==> config.mk <==
export PLATFORM = sky130hd
export DESIGN_NAME = ir_nec_decoder
export DESIGN_NICKNAME = d
export VERILOG_FILES = /design/src/rtl/ir_nec_decoder.sv
export SDC_FILE = /design/constraint.sdc
export NUM_CORES = 1
export LEC_CHECK = 0
export ABC_AREA = 1
export CAP_MARGIN = 40
export CORE_MARGIN = 4
export CORE_UTILIZATION = 55
export DETAILED_ROUTE_END_ITERATION = 10
export PLACE_DENSITY = 0.73
export SETUP_SLACK_MARGIN = 0.3
export SLEW_MARGIN = 15
export SYNTH_ARGS = -nofsm -noshare
export SYNTH_HDL_FRONTEND = slang
export SYNTH_SLANG_ARGS = --single-unit
==> constraint.sdc <==
create_clock -name clk -period 4.33 [get_ports clk]
set_clock_uncertainty 0.05 [all_clocks]
set_input_delay 0.866 -clock clk [delete_from_list [all_inputs] [get_ports clk]]
set_output_delay 0.866 -clock clk [all_outputs]
set_load 0.05 [all_outputs]
==> src/rtl/ir_nec_decoder.sv <==
// NEC infrared frame decoder: synchronises the demodulated receiver line, times each
// mark/space in microseconds and decodes 32-bit frames and repeat codes.
module ir_nec_decoder #(
  parameter int TICKS_PER_US = 25,
  parameter bit STRICT_ADDR  = 1'b1
) (
  input  logic        clk,
  input  logic        reset_,
  input  logic        ir_rx,
  output logic        frame_valid,
  output logic        repeat_valid,
  output logic        err,
  output logic [15:0] addr,
  output logic [7:0]  cmd
);

  typedef enum logic [2:0] {
    S_IDLE, S_LEAD_MARK, S_LEAD_SPACE, S_BIT_MARK, S_BIT_SPACE, S_STOP_MARK, S_RPT_STOP
  } state_t;

  localparam int PRE_W = (TICKS_PER_US > 1) ? $clog2(TICKS_PER_US) : 1;
  localparam logic [PRE_W-1:0] PRE_LAST = PRE_W'(TICKS_PER_US - 1);

  localparam logic [13:0] LM_MIN  = 14'd8000, LM_MAX  = 14'd10000;
  localparam logic [13:0] LS_MIN  = 14'd4000, LS_MAX  = 14'd5000;
  localparam logic [13:0] RS_MIN  = 14'd1750, RS_MAX  = 14'd2750;
  localparam logic [13:0] SH_MIN  = 14'd400,  SH_MAX  = 14'd700;
  localparam logic [13:0] ONE_MIN = 14'd1400, ONE_MAX = 14'd1900;

  state_t             r_state, w_next;
  logic               r_sync1, r_sync2, r_sync3;
  logic [PRE_W-1:0]   r_pre;
  logic [13:0]        r_width;
  logic [4:0]         r_bit_idx;
  logic [31:0]        r_shift;
  logic               r_have_frame;
  logic [15:0]        r_addr;
  logic [7:0]         r_cmd;
  logic               r_frame_valid, r_repeat_valid, r_err;

  logic               w_tick, w_rise, w_fall, w_edge;
  logic               w_err_ev, w_frame_ev, w_rpt_ev, w_shift_en, w_shift_bit, w_frame_ok;
  logic [13:0]        w_max;

  function automatic logic in_rng(input logic [13:0] w, input logic [13:0] lo,
                                  input logic [13:0] hi);
    return (w >= lo) && (w <= hi);
  endfunction

  assign w_tick     = (r_pre == PRE_LAST);
  assign w_rise     = r_sync2 & ~r_sync3;
  assign w_fall     = ~r_sync2 & r_sync3;
  assign w_edge     = w_rise | w_fall;
  assign w_frame_ok = (r_shift[31:24] == ~r_shift[23:16]) &&
                      (!STRICT_ADDR || (r_shift[15:8] == ~r_shift[7:0]));

  // NOTE: sync flops reset to 1 (idle line) so reset release never fakes a falling edge.
  always_ff @(posedge clk or negedge reset_) begin
    if (!reset_) begin
      r_sync1 <= 1'b1;
      r_sync2 <= 1'b1;
      r_sync3 <= 1'b1;
      r_pre   <= '0;
      r_width <= '0;
    end else begin
      r_sync1 <= ir_rx;
      r_sync2 <= r_sync1;
      r_sync3 <= r_sync2;
      r_pre   <= w_tick ? '0 : r_pre + 1'b1;
      if (w_edge)                    r_width <= '0;
      else if (w_tick && ~&r_width)  r_width <= r_width + 1'b1;
    end
  end

  always_ff @(posedge clk or negedge reset_) begin
    if (!reset_) r_state <= S_IDLE;
    else         r_state <= w_next;
  end

  // Event decode: every edge is the one the current phase expects, since edges alternate.
  always_comb begin
    w_err_ev    = 1'b0;
    w_frame_ev  = 1'b0;
    w_rpt_ev    = 1'b0;
    w_shift_en  = 1'b0;
    w_shift_bit = 1'b0;
    w_max       = SH_MAX;
    unique case (r_state)
      S_IDLE:       w_max = '1;
      S_LEAD_MARK: begin
        w_max = LM_MAX;
        if (w_rise) w_err_ev = !in_rng(r_width, LM_MIN, LM_MAX);
      end
      S_LEAD_SPACE: begin
        w_max = LS_MAX;
        if (w_fall) w_err_ev = !in_rng(r_width, LS_MIN, LS_MAX) &&
                               !in_rng(r_width, RS_MIN, RS_MAX);
      end
      S_BIT_MARK: begin
        if (w_rise) w_err_ev = !in_rng(r_width, SH_MIN, SH_MAX);
      end
      S_BIT_SPACE: begin
        w_max = ONE_MAX;
        if (w_fall) begin
          w_shift_bit = in_rng(r_width, ONE_MIN, ONE_MAX);
          w_shift_en  = w_shift_bit || in_rng(r_width, SH_MIN, SH_MAX);
          w_err_ev    = !w_shift_en;
        end
      end
      S_STOP_MARK: begin
        if (w_rise) begin
          w_frame_ev = in_rng(r_width, SH_MIN, SH_MAX) && w_frame_ok;
          w_err_ev   = !w_frame_ev;
        end
      end
      S_RPT_STOP: begin
        if (w_rise) begin
          w_rpt_ev = in_rng(r_width, SH_MIN, SH_MAX) && r_have_frame;
          w_err_ev = !w_rpt_ev;
        end
      end
      default: w_err_ev = 1'b1;
    endcase
    if (r_state != S_IDLE && !w_edge && r_width > w_max) w_err_ev = 1'b1;
  end

  always_comb begin
    w_next = r_state;
    if (w_err_ev) begin
      w_next = S_IDLE;
    end else begin
      unique case (r_state)
        S_IDLE:       if (w_fall) w_next = S_LEAD_MARK;
        S_LEAD_MARK:  if (w_rise) w_next = S_LEAD_SPACE;
        S_LEAD_SPACE: if (w_fall) w_next = in_rng(r_width, LS_MIN, LS_MAX) ? S_BIT_MARK
                                                                           : S_RPT_STOP;
        S_BIT_MARK:   if (w_rise) w_next = S_BIT_SPACE;
        S_BIT_SPACE:  if (w_fall) w_next = (r_bit_idx == 5'd31) ? S_STOP_MARK : S_BIT_MARK;
        S_STOP_MARK, S_RPT_STOP: if (w_rise) w_next = S_IDLE;
        default:      w_next = S_IDLE;
      endcase
    end
  end

  always_ff @(posedge clk or negedge reset_) begin
    if (!reset_) begin
      r_bit_idx      <= '0;
      r_shift        <= '0;
      r_have_frame   <= 1'b0;
      r_addr         <= '0;
      r_cmd          <= '0;
      r_frame_valid  <= 1'b0;
      r_repeat_valid <= 1'b0;
      r_err          <= 1'b0;
    end else begin
      if (r_state == S_LEAD_SPACE && w_fall) r_bit_idx <= '0;
      else if (w_shift_en)                   r_bit_idx <= r_bit_idx + 1'b1;
      if (w_shift_en) r_shift <= {w_shift_bit, r_shift[31:1]};
      if (w_frame_ev) begin
        r_addr       <= r_shift[15:0];
        r_cmd        <= r_shift[23:16];
        r_have_frame <= 1'b1;
      end
      r_frame_valid  <= w_frame_ev;
      r_repeat_valid <= w_rpt_ev;
      r_err          <= w_err_ev;
    end
  end

  assign frame_valid  = r_frame_valid;
  assign repeat_valid = r_repeat_valid;
  assign err          = r_err;
  assign addr         = r_addr;
  assign cmd          = r_cmd;

endmodule

### Yosys cells after proc, flatten, opt, wreduce, memory -nomap -nowiden

Cells that the tools add are included.
W data, S select, Z words.

* output and inout port bits: 27
* logic and storage cells: 113
* register bits: 90
* input port bits: 3

* muxes and demuxes: 32
* bitwise gates (word level): 7
* order comparisons: 11
* $add $sub $neg: 3
* reduce and logical (&&, ||, !) cells: 30
* equality and inequality tests: 16

Operator list (number)
* $pmux W14 S4: 1
* $ge A14 B11 Y1 const B: 2
* $mux W14: 2
* $mux W3: 9
* $ne A3 B3 Y1 const B: 6
* $pmux W3 S6: 1
* $eq A8 B8 Y1: 2
* $not A8 Y8: 2
* $mux W1: 15
* $mux W5: 3
* $add A14 B1 Y14 const B: 1
* $ge A14 B12 Y1 const B: 1
* $ge A14 B13 Y1 const B: 1
* $ge A14 B9 Y1 const B: 1
* $gt A14 B14 Y1: 1
* $le A14 B10 Y1 const B: 1
* $le A14 B11 Y1 const B: 1
* $le A14 B12 Y1 const B: 1
* $le A14 B13 Y1 const B: 1
* $le A14 B14 Y1 const B: 1
* $reduce_and A14 Y1: 1
* $logic_and A1 B1 Y1: 13
* $add A5 B1 Y5 const B: 2
* $eq A5 B5 Y1 const B: 2
* 14 further kinds: 28

### Longest topological paths before layout

Gate-level depths: netlist of the first run.

* word-level depth: 10
* mapped depth: 18
* depth with buffers taken out: 18

### Worst setup path after synthesis of the first run

Ideal clock, no wire load.

* path kind: flip-flop to flip-flop
* start point: register r_state[2]
* end point: register r_state[0]
* data required time: 4.208 ns
* setup slack: 2.125 ns
* arrival time: 2.083 ns
* clock period less this slack: 2.205 ns
* setup time: 0.072 ns
* cell stages (with the launch flop): 18
* path buffers: 0
* cell sequence: dfrtp_1 nor2_1 inv_1 nor2_1 inv_1 nand2_1 inv_1 ha_1 nand2_1 inv_1 nand3_1 nor3_1 nor3_1 nand2_1 nand2_1 a21oi_1 nand2_1 nor2_1

* word-level cells in the longest chain between the ends: 7
* elaborated cells on any way between the ends: 24
* those cells by class: order compare (1); eq/ne (12); mux (5); reduce/logical (6)

RTL lines
* start: declaration: line 30 `state_t r_state, w_next;`
* start signal: assignment: line 77 `else r_state <= w_next;`
* $eq A3 B3 Y1, or another cell as far along: line 88 `unique case (r_state)`
* $pmux W14 S4: line 88
* $gt A14 B14 Y1: line 124 `if (r_state != S_IDLE && !w_edge && r_width > w_max) w_err_ev = 1'b1;`
* $logic_and A1 B1 Y1: line 124
* $mux W1 (*): line 124
* named net w_err_ev: line 42 `logic w_err_ev, w_frame_ev, w_rpt_ev, w_shift_en, w_shift_bit, w_frame_ok;`
* $ne A3 B3 Y1 (no source line)
* $reduce_and A6 Y1 (no source line)

The timed path passes the listed nets; every way through them passes the cells marked *.
A chain may end at the register's enable or synchronous reset.

### Worst setup path after layout of the first run

* start point: register r_state[2]
* end point: register r_state[2]

Same word-level chain as after synthesis.

==> results of run 1 <==
==> power by group <==
group	internal, mW	leakage, nW	switching (mW)
Sequential	0.858	1.23	0.0175
Clock	0.232	0.0948	0.325
Combinational	0.112	1.41	0.245
Total	1.20	2.74	0.587
==> final timing paths <==
check                                       start  slack, ns  depth (start not counted)                endpoint
max in group asynchronous                  reset_       3.01                          3       r_sync3$_DFF_PN1_
min                                        reset_       0.24                          1     addr[3]$_DFFE_PN0P_
max                        r_state[2]$_DFFE_PN0P_       1.48                         17  r_state[2]$_DFFE_PN0P_
max reg2reg                r_state[2]$_DFFE_PN0P_       1.48                         17  r_state[2]$_DFFE_PN0P_
min in group clk                r_sync1$_DFF_PN1_       0.31                          0       r_sync2$_DFF_PN1_
min reg2reg                     r_sync1$_DFF_PN1_       0.31                          0       r_sync2$_DFF_PN1_
==> per-layer routing <==
| layer | global-route usage (%) | vias up | routed length (um) |
|---|---|---|---|
| met5 | 0 | - | 0 |
| met4 | 9.861 | 0 | 357 |
| met3 | 2.750 | 32 | 449 |
| met2 | 43.09 | 112 | 6040 |
| met1 | 30.16 | 1968 | 5199 |
| li1 | - | 2131 | - |
==> synthesized netlist by cell type (all sizes together), types with 2 or more instances <==
| library cell | instances |
|---|---|
| dfrtp | 87 |
| buf | 12 |
| xor2 | 14 |
| inv | 90 |
| clkbuf | 4 |
| dfstp | 3 |
| nor3 | 13 |
| nand2 | 181 |
| nand3 | 32 |
| a31oi | 2 |
| ha | 21 |
| nor2 | 70 |
| o21ai | 78 |
| o211ai | 3 |
| a21oi | 22 |
| or2 | 2 |
| o21a | 2 |
| nand4 | 15 |
==> kinds of logic after synthesis <==
family          count (synthesis)  share of synthesized area [%]
simple gates                  314                          26.78
buf+inv                       106                          8.961
compound gates                109                          11.56
flops                          90                          45.01
fa+ha+maj                      21                          5.242
xor+xnor                       14                          2.446
==> worst max-delay path, stage by stage (launching register included) <==
cell and delay [ns]:
dfrtp_1 0.44, nor2_1 0.20, inv_1 0.12, nor2_1 0.26, inv_1 0.15, nand2_1 0.14, inv_1 0.06, ha_1 0.29
nand2_1 0.07, inv_1 0.06, nand3_1 0.12, nor3_1 0.21, nor3_1 0.06, nand2_1 0.11, nand2_1 0.06, a21oi_1 0.11
nand2_1 0.15, nor2_1 0.12
==> cell usage in the layout (no fill, tap or decap), types with 2 or more instances in the layout <==
cell and n:
buf_4 2, a31oi_1 2, nor3_2 2, inv_2 3, o211ai_1 3, o21ai_0 51
nor2_2 2, nand3_1 31, nor3_1 11, nand4_1 14, a21oi_1 22, o21ai_2 4
o21ai_1 23, inv_1 87, nor2_4 2, o21a_1 2, ha_1 21, xor2_1 14
clkbuf_8 10, clkdlybuf4s50_1 28, dfstp_2 3, nand2_2 2, nand2_1 178, nor2_1 66
dfrtp_1 87, clkinv_4 2
==> metrics by stage <==
step	power, mW	hold WS, ns	utilization (%)	instance area, um^2	instances
after floorplan	1.138	0.2952	-	5012	654
after global placement	1.236	0.2971	60.54	5331	776
after detailed placement	1.243	0.2987	60.54	5331	776
after CTS	1.803	0.3129	62.67	5519	792
after global routing	1.896	0.2260	62.99	5547	793
final	1.789	0.2396	62.99	5547	793
==> area by class of cell <==
type                       instances  area, um^2  area share [%]
clock buffer                      10       137.6           2.481
multi-input combinational        458        2307           41.60
inverter                          90       337.8           6.091
clock inverter                     6       50.05          0.9023
sequential                        90        2256           40.67
timing repair buffer              31       322.8           5.820
tap                              108       135.1           2.436
==> sequential cells by signal (all words and copies together), names as in the netlist <==
name,flops
r_sync3,1
r_pre,5
r_width,14
frame_valid,1
r_shift,32
err,1
repeat_valid,1
r_sync1,1
r_state,3
cmd,8
r_sync2,1
r_have_frame,1
addr,16
r_bit_idx,5
==> run metrics, run 1 <==
status finished, final reports clean; post-synthesis register bit count 90; site row count 34; max cap viols 0; critical path class flip-flop to flip-flop; leading post-synthesis cells by cell area dfrtp_1 43%, nand2_1 13%, inv_1 6.5%; share of the synthesized area in the top cell type a little over two fifths; Clk pin slew, worst setup/hold paths approximately 0.10 ns; CP Launch Type flip-flop; DRC viols 0; TNS Setup 0 ns; Routed WL per cell roughly 15 um; Data arrival, critical path approximately 3.1 ns; fin. max-slew vios 0; clock sinks 90; iteration-0 DRC count of the detailed router ~190; clk buf depth 2; cell taking the most area after synthesis dfrtp_1; CTS Hold Buffers Added 0; PostCTS Resize Cnt 0; max_slew headroom 55.21%; worst slack at placement ~1.6 ns; slew of the pin with the lowest slew margin between 0.6 and 0.7 ns; Post-CTS Setup Repair Bufs 0; Critical Path RT ~4.6 ns; Max H-tree Level 3; Final Cycle Share between 60% and 70%; fraction of layout instances using a drive strength above 1 under 10%; Synth Instances between 600 and 700; synthesis-to-layout area growth 10.66%; TritonCTS clock tree yes; Routed Antenna Nets 0; number of enable flip-flop cells after synthesis 0; Placeable Area between 8000 and 9000 um^2; Hold WC Path Type input pin to async pin; Main synth FF type dfrtp_1; Initial Utilization between 50% and 60%; Leakage about 2.7 nW; remaining global-route overflow 0; post-synthesis sequential area ratio 45.01%; Worst Setup Slack, final ~1.5 ns; Max VDD drop 0.2039 mV; Die Height 103.5 um; filler instances 820; setup violators final 0; fmax ~350 MHz; minimum clock period 2.848 ns; via count 4,243; async set or reset register ratio after synthesis 100.0%; vias in the first global route approximately 4,300; first-pass GRT wire length 20.31 mm; final net count just over 700; Worst setup EP type flip-flop; Die W about 100 um; endpoints failing hold 0; drt via density roughly 5.4; Crit Path Max Fanout 5; DR pass1 iterations 4; gpl congestion between 0.9 and 1; initial antenna violation count 0; Root Buffer clkbuf_8; unrepaired setup endpoints after global routing no; Port Buffers 29; Die ar. ~11,000 um^2; pin count of the biggest net entering global routing 66; Syn Area/Cell about 7.7 um^2; Routed WL around 12 mm; Boundary Pins 30; gr usage total between 20% and 30%; P per Cell Area ~320 nW/um^2; TritonCTS Buffers 9; Netlist cell types 35; post-synth net total 678; Post-Syn Area between 5000 and 6000 um^2; Clock Latency Late Sink around 0.36 ns; DP HPWL 8.945 mm; diode count 0; Yosys Warn Count 0
(Power assumes the default switching activity.)
==> run 2: changes to the inputs <==
- clock period: 4.33 -> 3 ns (I/O delays scaled with it)
==> run 2 against run 1 <==
Utilization up 0.72 points. Worst setup slack worse by 0.97 ns. Total power grew 50%. Largest cell class unchanged. Clock power increased by 58%. Via count up 1.3%. First-iteration DRC count grew 15%. Sequential cell count did not move. Maximum frequency up 14%. Final cell count grew 0.50%. Non-clock buffer count is 4 higher. Wire length is 4.3% lower.
==> run metrics, run 2 (synthesis gave the netlist of run 1 again) <==
initial antenna violation count 0; Reg2Reg Capture Point r_state[2]$_DFFE_PN0P_; Clk pin slew, worst setup/hold paths approximately 0.1 ns; setup violators final 0; Data arrival, critical path approximately 2.7 ns; max_slew headroom between 50% and 60%; TritonCTS clock tree yes; TritonCTS Buffers 9; crit path from r_state[2]$_DFFE_PN0P_; P per Cell Area roughly 480 nW/um^2; Top reg by flops r_shift; drt via density approximately 5.4; Final Cycle Share 82.91%; fmax between 400 and 500 MHz; Hold WC Path Type input pin to async pin; slack of the worst reg-to-reg path roughly 0.51 ns; critical path class flip-flop to flip-flop; CP Launch Type flip-flop; Root Buffer clkbuf_8; site row count 34; slew of the pin with the lowest slew margin approximately 0.61 ns; remaining global-route overflow 0; Post-CTS Setup Repair Bufs 0; synthesis-to-layout area growth 11.93%; number of flip-flops in the largest register 32; Crit Path Max Fanout 5; minimum clock period roughly 2.5 ns; most common cell after layout, fill and taps aside nand2_1; Leakage between 2 and 3 nW; Max VDD drop roughly 0.3 mV; vias in the first global route just over 4,000; pin count of the biggest net entering global routing 53; Clock Latency Late Sink roughly 0.36 ns; CP endpoint r_state[2]$_DFFE_PN0P_; first-pass GRT wire length 19.66 mm; worst hold slack slightly below 0.2 ns; DP HPWL a little under 9 mm; diode count 0; gr usage total roughly a quarter; Port Buffers 29; worst r2r src r_state[2]$_DFFE_PN0P_; Routed WL ~12 mm; endpoints failing hold 0; Tot Pwr 2.683 mW; DR pass1 iterations 5; clock sinks 90; iteration-0 DRC count of the detailed router 213; unrepaired setup endpoints after global routing no; area of the multi-input gates 2327 um^2; final net count between 700 and 800; r2r worst-path depth 17; status finished, final reports clean; Critical Path RT 3.24 ns; Max H-tree Level 3; max cap viols 0; gpl congestion ~0.96; Die W slightly above 100 um; Initial Utilization between 50 and 60%; Worst setup EP type flip-flop; via count 4,297; Routed WL per cell about 14 um; register area about 2300 um^2; Routed Antenna Nets 0; Boundary Pins 30; Die ar. 10,710 um^2; TNS Setup 0 ns; fraction of layout instances using a drive strength above 1 ~7.3%; fin. max-slew vios 0; clk buf depth 2; filler instances between 700 and 800; Die Height around 100 um; most frequent cells in the layout 178 x nand2_1, 87 x inv_1, 86 x dfrtp_1; Placeable Area between 8000 and 9000 um^2; DRC viols 0
-- run 2: changes by cell type in the layout (fill, tap and decap cells not counted) --
cell / change
buf_4: +4
nor2_1: -4
nor2_2: +2
nor2_4: +2
buf_12: +1
buf_16: -1
bufinv_16: +1
clkbuf_8: -1
clkinv_2: -1
dfrtp_1: -1
dfrtp_2: +1
inv_6: +1
-- run 2: how the worst min path moves through the flow --
stage / startpoint / end / slack (ns) / depth (start not counted)
2_1_floorplan: reset_ / addr[0]$_DFFE_PN0P_ / 0.25 / 0
4_1_cts: reset_ / r_shift[9]$_DFFE_PN0P_ / 0.20 / 1
6_report: reset_ / r_shift[9]$_DFFE_PN0P_ / 0.20 / 1
3_3_place_gp: r_sync1$_DFF_PN1_ / r_sync2$_DFF_PN1_ / 0.30 / 0
3_5_place_dp: r_sync1$_DFF_PN1_ / r_sync2$_DFF_PN1_ / 0.30 / 0
5_1_grt: reset_ / r_shift[9]$_DFFE_PN0P_ / 0.22 / 1
-- run 2: repair_timing --
item,4_1_cts,5_1_grt
hold endpoints to repair,0,0
gates resized for setup,0,7
setup endpoints to repair,0,4
hold buffers,0,0
-- run 2: routing by layer --
metal	vias to the layer above	GRT usage, %	wire, um
li1	2158	-	-
met5	-	0	0
met3	19	3.689	510
met4	0	7.968	248
met1	2005	30.48	5054
met2	115	40.59	5709
-- run 2: cell type report --
cell class	instances	area share, %
Tap cell	108	2.409
Sequential cell	90	40.23
Timing Repair Buffer	35	6.155
Clock inverter	7	1.494
Clock buffer	9	2.208
Inverter	90	6.021
Multi-Input combinational cell	458	41.48
-- run 2: report_power, final --
group | internal [mW] | switching (mW) | leakage (nW)
Combinational | 0.174 | 0.356 | 1.43
Clock | 0.400 | 0.482 | 0.102
Sequential | 1.24 | 0.0306 | 1.23
-- run 2: stage by stage --
stage	instances	area, um^2	util [%]	setup WS (ns)
2_1_floorplan	654	5012	-	0.7952
3_3_place_gp	781	5381	61.11	0.5219
3_5_place_dp	781	5381	61.11	0.4295
4_1_cts	797	5589	63.47	0.4030
5_1_grt	797	5610	63.71	0.3013
6_report	797	5610	63.71	0.5126
-- run 2: worst max-delay path, cell delays in order, from the launching register on --
cell	delay, ns
dfrtp_1	0.45
nor2_2	0.19
inv_1	0.12
nor2_4	0.13
inv_1	0.08
nand2_1	0.11
inv_1	0.06
ha_1	0.29
nand2_1	0.05
inv_1	0.06
nand3_1	0.11
nor3_1	0.21
nor3_1	0.06
nand2_1	0.07
nand2_1	0.05
a21oi_1	0.12
nand2_1	0.11
nor2_1	0.11
==> run 3: changes to the inputs <==
- CORE_UTILIZATION: 55 -> 54
- PLACE_DENSITY: 0.73 -> 0.74
- clock period: 3 -> 2 ns (I/O delays scaled with it)
==> run 3 against run 2 <==
The run now ends with setup timing left. Sequential share of layout area shrank 13 points. Wire length grew 130%. Utilization grew 31 points. Sequential cell count is the same. Register-to-register slack lost 1.3 ns. Total power grew 91%. Die area grew 1.7%. Non-clock buffer count grew 146.
==> run metrics, run 3 (synthesis gave the netlist of run 1 again) <==
Critical Path RT 2.23 ns; max_slew headroom 65.53%; worst r2r src r_state[0]$_DFFE_PN0P_; crit path from r_state[0]$_DFFE_PN0P_; DR pass1 iterations 11; Placeable Area between 8000 and 9000 um^2; r2r worst-path depth 16; Routed WL roughly 27 mm; Routed Antenna Nets 0; worst hold slack between 0.2 and 0.3 ns; Post-Place Cells 824; post-route design area roughly 8400 um^2; max cap viols 0; DP HPWL between 9 and 10 mm; failing checks setup timing; Hold WC Path Type flip-flop to flip-flop; area of the multi-input gates between 3000 and 4000 um^2; site row count 34; combinational share of power a little over 30%; Initial Utilization between 50 and 60%; switch share approximately 38%; Clock power frac about a third; WHS Path Cells 0; setup violators final 68; TritonCTS clock tree yes; fraction of layout instances using a drive strength above 1 between 50% and 60%; DRC viols 0; pin count of the biggest net entering global routing 30; fin util a little over nine tenths; Clock Latency Late Sink roughly 0.42 ns; CP Launch Type flip-flop; endpoints failing hold 0; TritonCTS Buffers 9; critical path class flip-flop to flip-flop; clock sinks 90; final net count between 800 and 900; first-pass GRT wire length slightly below 30 mm; gr usage total about a third; remaining global-route overflow 0; vias in the first global route approximately 5,700; minimum clock period about 2.8 ns; synthesis-to-layout area growth 67.92%; fmax 356.8 MHz; fin cells 943; number of flip-flops in the largest register 32; P per Cell Area just over 600 nW/um^2; Die W about 100 um; register share of total power between 30 and 40%; HP Start r_sync1$_DFF_PN1_; via count ~6,600; gpl congestion roughly 0.9; Routed WL per cell 28.57 um; register area around 2300 um^2; Die ar. between 10,000 and 15,000 um^2; status finished, violations left; placed cell areas roughly 5800 um^2; drt via density roughly 7.0; fin. max-slew vios 0; Max H-tree Level 3; slew of the pin with the lowest slew margin between 0.5 and 0.6 ns; Top reg by flops r_shift; iteration-0 DRC count of the detailed router between 1,000 and 1,500; P_int 3.177 mW; clk buf depth 2; Tot Pwr a little over 5 mW; filler instances ~210; TNS Setup -13.78 ns; Crit Path Max Fanout 5; unrepaired setup endpoints after global routing yes; Root Buffer clkbuf_8; Max VDD drop 0.4505 mV; Worst setup EP type flip-flop; Net Sw Power 1.941 mW; Data arrival, critical path 3.04 ns; most common cell after layout, fill and taps aside buf_4; Final Cycle Share 140.1%; Die Height around 100 um; initial antenna violation count 0; diode count 0; Leakage 4.054 nW; Port Buffers 29; Boundary Pins 30; most frequent cells in the layout 97 x buf_4, 91 x nand2_1, 63 x dfrtp_1; Clk pin slew, worst setup/hold paths about 0.11 ns; worst slack at placement -0.3117 ns; Worst Setup Slack, final -0.8027 ns
==> run 3: changes by cell type in the layout (fill, tap and decap cells not counted), sizes merged <==
cell / before / now
buf: 7 / 152
bufinv: 1 / 2
clkbuf: 9 / 31
clkdlybuf4s15: 0 / 6
clkdlybuf4s50: 28 / 1
clkinv: 2 / 1
dlygate4sd3: 0 / 1
inv: 93 / 92
==> run 3: cell type report <==
cell class / count / share of cell area [%]
multi-input cells: 458 / 41.22
flip-flops and latches: 90 / 27.16
repair buffers: 181 / 22.98
inverters: 90 / 4.370
well taps: 108 / 1.605
clock buffers: 10 / 1.516
clock inverters: 6 / 1.145
==> run 3: path summary, 6_finish.rpt <==
path	end	slack, ns
setup reg to reg	r_state[0]$_DFFE_PN0P_	-0.80
hold reg to reg	r_sync2$_DFF_PN1_	0.30
min in group asynchronous	r_shift[7]$_DFFE_PN0P_	0.37
setup / recovery	r_state[0]$_DFFE_PN0P_	-0.80
max in group asynchronous	r_sync1$_DFF_PN1_	0.88
hold / removal	r_sync2$_DFF_PN1_	0.30
==> run 3: what timing repair did <==
action                                 4_1_cts  5_1_grt
hold buffers                                 1        0
resized for setup                          256      237
cloned                                      15        0
buffers inserted                            41       46
endpoints found under the hold margin        5        0
pin swaps                                   24       62
setup endpoints to repair                  107      105
==> run 3: power groups by stage <==
stage / clock, mW / combinational (mW) / sequential, mW
floorplan: 0 / 0.555 / 1.95
global placement: 0 / 0.987 / 1.93
detailed placement: 0 / 1.00 / 1.93
CTS: 1.43 / 1.14 / 1.89
global route: 1.61 / 1.64 / 1.93
finish: 1.61 / 1.58 / 1.93
==> run 3: critical path: stages, from the launching register on <==
cell,delay (ns)
dfrtp_2,0.49
nor2_4,0.18
inv_4,0.07
nor2_4,0.10
inv_2,0.07
ha_1,0.34
nand2_1,0.15
inv_1,0.07
o21ai_0,0.15
nand2_1,0.11
nor2_1,0.14
nand2_1,0.07
nand2_1,0.08
nand2_1,0.08
a21oi_2,0.16
nand2_2,0.14
nor2_1,0.24
==> run 3: metal layers <==
layer  GRT usage, %  share of wire (%)  up-vias
met5              0                  0        -
met4          21.65                 13        0
met3          6.207                 13      354
met2          61.16                 43      807
met1          37.75                 31     3009
li1               -                  -     2443
